==> src/rtl/serial_adder_if.sv <==
// serial_adder_if: handshake and data bundle for the bit-serial adder/subtractor.
//   master: drives start, a, b, c_in, sub; observes busy, done, sum, c_out, ovf.
//   slave : the adder side of the same signals.
interface serial_adder_if #(
  parameter int unsigned WIDTH = 8
);
  logic             start;
  logic [WIDTH-1:0] a;
  logic [WIDTH-1:0] b;
  logic             c_in;
  logic             sub;
  logic             busy;
  logic             done;
  logic [WIDTH-1:0] sum;
  logic             c_out;
  logic             ovf;

  modport master (
    output start, a, b, c_in, sub,
    input  busy, done, sum, c_out, ovf
  );

  modport slave (
    input  start, a, b, c_in, sub,
    output busy, done, sum, c_out, ovf
  );
endinterface

==> src/rtl/serial_adder.sv <==
// serial_adder: bit-serial WIDTH-bit adder/subtractor, one bit per clock, LSB first.
//   clk    : rising-edge clock
//   rst_n  : asynchronous active-low reset
//   bus_io : slave side of serial_adder_if
//            start/a/b/c_in/sub captured on the accepting edge (IDLE or DONE with start=1)
//            busy while bits are processed, done one-cycle pulse when results load
//            sum/c_out/ovf hold the last completed result
module serial_adder #(
  parameter int unsigned WIDTH = 8
) (
  input  logic          clk,
  input  logic          rst_n,
  serial_adder_if.slave bus_io
);

  localparam int unsigned CntW = (WIDTH > 1) ? $clog2(WIDTH) : 1;

  typedef enum logic [1:0] {StIdle, StRun, StDone} state_e;

  state_e            state_q, state_d;
  logic [WIDTH-1:0]  op_a_q, op_a_d;
  logic [WIDTH-1:0]  op_b_q, op_b_d;
  logic              carry_q, carry_d;
  logic [CntW-1:0]   cnt_q, cnt_d;
  logic [WIDTH-1:0]  shift_q, shift_d;
  logic [WIDTH-1:0]  sum_q, sum_d;
  logic              c_out_q, c_out_d;
  logic              ovf_q, ovf_d;

  logic bit_a, bit_b, bit_s, bit_c;

  // Single full-adder slice on the current bit.
  always_comb begin
    bit_a = op_a_q[cnt_q];
    bit_b = op_b_q[cnt_q];
    bit_s = bit_a ^ bit_b ^ carry_q;
    bit_c = (bit_a & bit_b) | (bit_a & carry_q) | (bit_b & carry_q);
  end

  always_comb begin
    state_d = state_q;
    op_a_d  = op_a_q;
    op_b_d  = op_b_q;
    carry_d = carry_q;
    cnt_d   = cnt_q;
    shift_d = shift_q;
    sum_d   = sum_q;
    c_out_d = c_out_q;
    ovf_d   = ovf_q;

    unique case (state_q)
      StIdle, StDone: begin
        state_d = StIdle;
        if (bus_io.start) begin
          state_d = StRun;
          op_a_d  = bus_io.a;
          // Subtraction as A + ~B + ~borrow_in.
          op_b_d  = bus_io.sub ? ~bus_io.b : bus_io.b;
          carry_d = bus_io.c_in ^ bus_io.sub;
          cnt_d   = '0;
          shift_d = '0;
        end
      end
      StRun: begin
        carry_d = bit_c;
        shift_d = {bit_s, shift_q[WIDTH-1:1]};
        cnt_d   = cnt_q + CntW'(1);
        if (cnt_q == CntW'(WIDTH - 1)) begin
          state_d = StDone;
          cnt_d   = cnt_q;
          sum_d   = {bit_s, shift_q[WIDTH-1:1]};
          c_out_d = bit_c;
          // carry_q is the carry into the MSB on this edge.
          ovf_d   = carry_q ^ bit_c;
        end
      end
      default: state_d = StIdle;
    endcase
  end

  always_ff @(posedge clk or negedge rst_n) begin
    if (!rst_n) begin
      state_q <= StIdle;
      op_a_q  <= '0;
      op_b_q  <= '0;
      carry_q <= 1'b0;
      cnt_q   <= '0;
      shift_q <= '0;
      sum_q   <= '0;
      c_out_q <= 1'b0;
      ovf_q   <= 1'b0;
    end else begin
      state_q <= state_d;
      op_a_q  <= op_a_d;
      op_b_q  <= op_b_d;
      carry_q <= carry_d;
      cnt_q   <= cnt_d;
      shift_q <= shift_d;
      sum_q   <= sum_d;
      c_out_q <= c_out_d;
      ovf_q   <= ovf_d;
    end
  end

  assign bus_io.busy  = (state_q == StRun);
  assign bus_io.done  = (state_q == StDone);
  assign bus_io.sum   = sum_q;
  assign bus_io.c_out = c_out_q;
  assign bus_io.ovf   = ovf_q;

endmodule

==> src/flat_wrapper.sv <==
// flat-port wrapper written by rule: the top's interface ports become plain ports
module serial_adder_flat 
#(
  parameter int unsigned WIDTH = 8
)
  (clk, rst_n, bus_io_start, bus_io_a, bus_io_b, bus_io_c_in, bus_io_sub, bus_io_busy, bus_io_done, bus_io_sum, bus_io_c_out, bus_io_ovf);
  serial_adder_if #(.WIDTH(WIDTH)) bus_io_i ();
  input  logic clk;
  input  logic rst_n;
  input wire logic [$bits(bus_io_i.start)-1:0] bus_io_start;
  input wire logic [$bits(bus_io_i.a)-1:0] bus_io_a;
  input wire logic [$bits(bus_io_i.b)-1:0] bus_io_b;
  input wire logic [$bits(bus_io_i.c_in)-1:0] bus_io_c_in;
  input wire logic [$bits(bus_io_i.sub)-1:0] bus_io_sub;
  output wire logic [$bits(bus_io_i.busy)-1:0] bus_io_busy;
  output wire logic [$bits(bus_io_i.done)-1:0] bus_io_done;
  output wire logic [$bits(bus_io_i.sum)-1:0] bus_io_sum;
  output wire logic [$bits(bus_io_i.c_out)-1:0] bus_io_c_out;
  output wire logic [$bits(bus_io_i.ovf)-1:0] bus_io_ovf;
  assign bus_io_i.start = bus_io_start;
  assign bus_io_i.a = bus_io_a;
  assign bus_io_i.b = bus_io_b;
  assign bus_io_i.c_in = bus_io_c_in;
  assign bus_io_i.sub = bus_io_sub;
  assign bus_io_busy = bus_io_i.busy;
  assign bus_io_done = bus_io_i.done;
  assign bus_io_sum = bus_io_i.sum;
  assign bus_io_c_out = bus_io_i.c_out;
  assign bus_io_ovf = bus_io_i.ovf;
  serial_adder #(.WIDTH(WIDTH)) u_core (.clk(clk), .rst_n(rst_n), .bus_io(bus_io_i));
endmodule
==> config.mk <==
export PLATFORM = sky130hd
export DESIGN_NAME = serial_adder_flat
export DESIGN_NICKNAME = d
export VERILOG_FILES = /design/src/rtl/serial_adder_if.sv /design/src/rtl/serial_adder.sv /design/src/flat_wrapper.sv
export SDC_FILE = /design/constraint.sdc
export NUM_CORES = 1
export LEC_CHECK = 0
export CORE_MARGIN = 3
export CORE_UTILIZATION = 30
export CTS_BUF_LIST = sky130_fd_sc_hd__clkbuf_4 sky130_fd_sc_hd__clkbuf_8 sky130_fd_sc_hd__clkbuf_16
export CTS_CLUSTER_DIAMETER = 30
export CTS_CLUSTER_SIZE = 8
export DETAILED_ROUTE_END_ITERATION = 8
export HOLD_SLACK_MARGIN = 0.05
export SLEW_MARGIN = 20
export SYNTH_ARGS = -nofsm -noshare
export SYNTH_HDL_FRONTEND = slang
export SYNTH_SLANG_ARGS = --single-unit
==> constraint.sdc <==
create_clock -name clk -period 5.7 [get_ports clk]
set_input_delay 0.855 -clock clk [delete_from_list [all_inputs] [get_ports clk]]
set_output_delay 0.855 -clock clk [all_outputs]
set_load 0.02 [all_outputs]
==> impl_metrics.tcl <==
set metrics [dict create \
    status "finished, final reports clean" \
    fin_tns_setup_ps 0 \
    ctsHoldBuffers 0 \
    required_ps 4850 \
    routabilityCongestion 0.729 \
    hp-start "u_core.op_b_q[6]" \
    ys_ff_latch 39 \
    maxSlewHeadroom_pct 31.1 \
    reg2reg_slack_ps 3580 \
    final_nets 185 \
    antenna_found_initial 0 \
    crit_path_end_kind "primary output" \
    die_area_sq_um 6660 \
    fin_total_pwr_mw 1.17 \
    path_class "flop to primary output" \
    fin_worst_skew_ps 7.84 \
    drt_wl_total_microns 3040 \
    cts.sinks 39 \
    dp_hpwl_microns 2260 \
    clockBufferDepth 2 \
    crit_path_start_kind "flop" \
    cts_tree "built" \
    synth_area_sq_um 1710 \
    vias 1073 \
    powerDensity_nw_per_um2 537 \
    ant_nets 0 \
    worstMarginPinSlew_ps 1030 \
    yosys_warnings 0 \
    r2r_end "u_core.bus_io.sum[7]" \
    synth_area_leaders "dfrtp_1 57%, mux2_2 9.9%, mux4_1 6.1%, xnor2_1 4.6%, a22o_1 3.1%" \
    synth.net_count 154 \
    via_per_inst 4.63 \
    core-area_sq_um 5300 \
    synthCells 130 \
    crit_path_top_delay_cell "clkdlybuf4s50_1" \
    hold_depth 2 \
    hold_class "flop to flop" \
    grt_first_pass_wirelength_microns 5170 \
    drc 0 \
    seq_area_frac_synth_pct 56.9 \
    clkLatencyLatePin_ps 290 \
    cts_buffers 5 \
    die_h_microns 81.6 \
    peakVddDrop_uv 196 \
    avgSynthCellArea_sq_um 13.2 \
    r2r-start "u_core.cnt_q[0]" \
    crit_arrival_ps 1740 \
    grt_overflow_total 0 \
    grt_usage_pct 10.2 \
    drive_above_1_share_pct 14.8 \
    final-setup-viol-count 0 \
    fin_crit_sh_pct 45.6 \
    yosysTopAreaCellShare_pct 56.9 \
    leakage_nw 0.963 \
    diodes 0 \
    async_reset_ff_share_pct 100 \
    placement.io_buffers 32 \
    cts-resized-gates 0 \
    grt_max_degree 40 \
    cap_violations 0 \
    synthFlopType "dfrtp_1" \
    nFillCells 512 \
    synth.most_common_cell "dfrtp_1" \
    rsz0062_at_grt "false" \
    cpPeakStageDelay_ps 650 \
    wl_per_cell_microns 13.1 \
    synth_top_area_cell "dfrtp_1" \
    drt_iter0_drc 19 \
    clk_pin_slew_ps 80 \
    reg2reg_depth 4 \
    finalMaxSlewViolations 0 \
    io_pins 33 \
    dr.pass1.iters 3 \
    crit_fanout 7 \
    yosys-top-cells-count "39 x dfrtp_1, 15 x mux2_2, 12 x nand2_1" \
    synth_cell_types 26 \
    post_cts_buffers 0 \
    clock.fmax_mhz 385 \
    critical_path.cell_chain "nand2b_1 -> inv_1 -> clkdlybuf4s50_1" \
    die_w_microns 81.6 \
    htreeDepth 2 \
    initial_core_util_pct 32.3 \
    cts_root_buffer "clkbuf_8" \
    rows 26 \
    synth_enable_flop_cells 0 \
    grt_pass1_vias 1145 \
    hold_violations 0 \
    hold_path_end "u_core.op_b_q[6]" \
    finalCriticalPeriod_ps 2600 \
    area_delta_synth_final_pct 26.9 \
]
## power by group
| part | switching [mW] | total, mW | internal [mW] |
|---|---|---|---|
| clock | 0.0920 | 0.207 | 0.115 |
| sequential | 0.0868 | 0.492 | 0.405 |
| combinational | 0.214 | 0.469 | 0.255 |
## critical path: cells and delay by family, from the launching register on
kind	cells	cell delay [ps]
buffers and inverters	2	850
DFF	1	400
and+or+nand+nor	1	200
## metrics by stage
stage                     instance area [sq um]  worst slack, ps  instances  hold WS [ps]  util [%]
after floorplan                            1710             3850        130           442         -
final                                      2170             3100        232           489      41.0
after global routing                       2170             3010        232           499      41.0
after detailed placement                   2070             2980        224           468      39.1
after global placement                     2070             3070        224           455      39.1
after CTS                                  2170             3080        232           484      41.0
## registers in the layout (all words and copies together), names as in the netlist
signal / cells
u_core.bus_io.ovf: 1
u_core.cnt_q: 3
u_core.bus_io.sum: 8
u_core.carry_q: 1
u_core.bus_io.c_out: 1
u_core.op_b_q: 8
u_core.state_q: 2
u_core.shift_q: 7
u_core.op_a_q: 8
## cells in the final DEF, fill, tap and decap left out, drive strengths merged
cell type and n:
mux2 15, clkdlybuf4s50 31, o22ai 1, and2 1, o21ai 14, nand3 3, clkbuf 8, fa 1
nand3b 1, ha 2, a22o 6, o2bb2ai 1, xnor2 9, nand2 12, mux2i 2, mux4 4
dfrtp 39, nor2b 1, nand2b 2, or3b 1, inv 5, xor2 1, buf 1, a21o 1
## cells by family after synthesis
group | after synthesis | share of synthesized area, %
flip-flops | 39 | 56.9
AO/OA/AOI/OAI | 23 | 8.47
multiplexers | 21 | 17.2
AND/OR/NAND/NOR | 21 | 5.91
buffers and inverters | 13 | 3.80
XOR/XNOR | 10 | 5.11
adder cells (fa/ha/maj) | 3 | 2.63
## per-layer routing
metal / routed length (microns) / part of all wire, % / vias up / track usage [%]
li1: - / - / 515 / -
met4: 38 / 1.3 / 0 / 3.49
met5: 0 / 0 / - / 0
met3: 205 / 6.8 / 6 / 3.29
met1: 1360 / 45 / 518 / 12.0
met2: 1440 / 47 / 34 / 17.5
## area by class of cell
type / instances / area [sq um] / area share [%]
Multi-Input combinational cell: 78 / 673 / 31.0
Inverter: 5 / 18.8 / 0.863
Tap cell: 70 / 87.6 / 4.03
Timing Repair Buffer: 32 / 315 / 14.5
Sequential cell: 39 / 976 / 44.9
Clock buffer: 8 / 104 / 4.78
## worst max path at each step
stage                                  from                    to  slack [ps]  depth (start not counted)
after floorplan             u_core.cnt_q[0]  u_core.bus_io.sum[7]        3850                          5
after global placement         bus_io_start     u_core.shift_q[5]        3070                          4
after detailed placement       bus_io_start     u_core.shift_q[4]        2980                          4
after CTS                 u_core.state_q[1]           bus_io_busy        3080                          3
after global routing      u_core.state_q[1]           bus_io_busy        3010                          3
final                     u_core.state_q[1]           bus_io_busy        3100                          3
No activity file was read; power rests on OpenSTA's default activity.
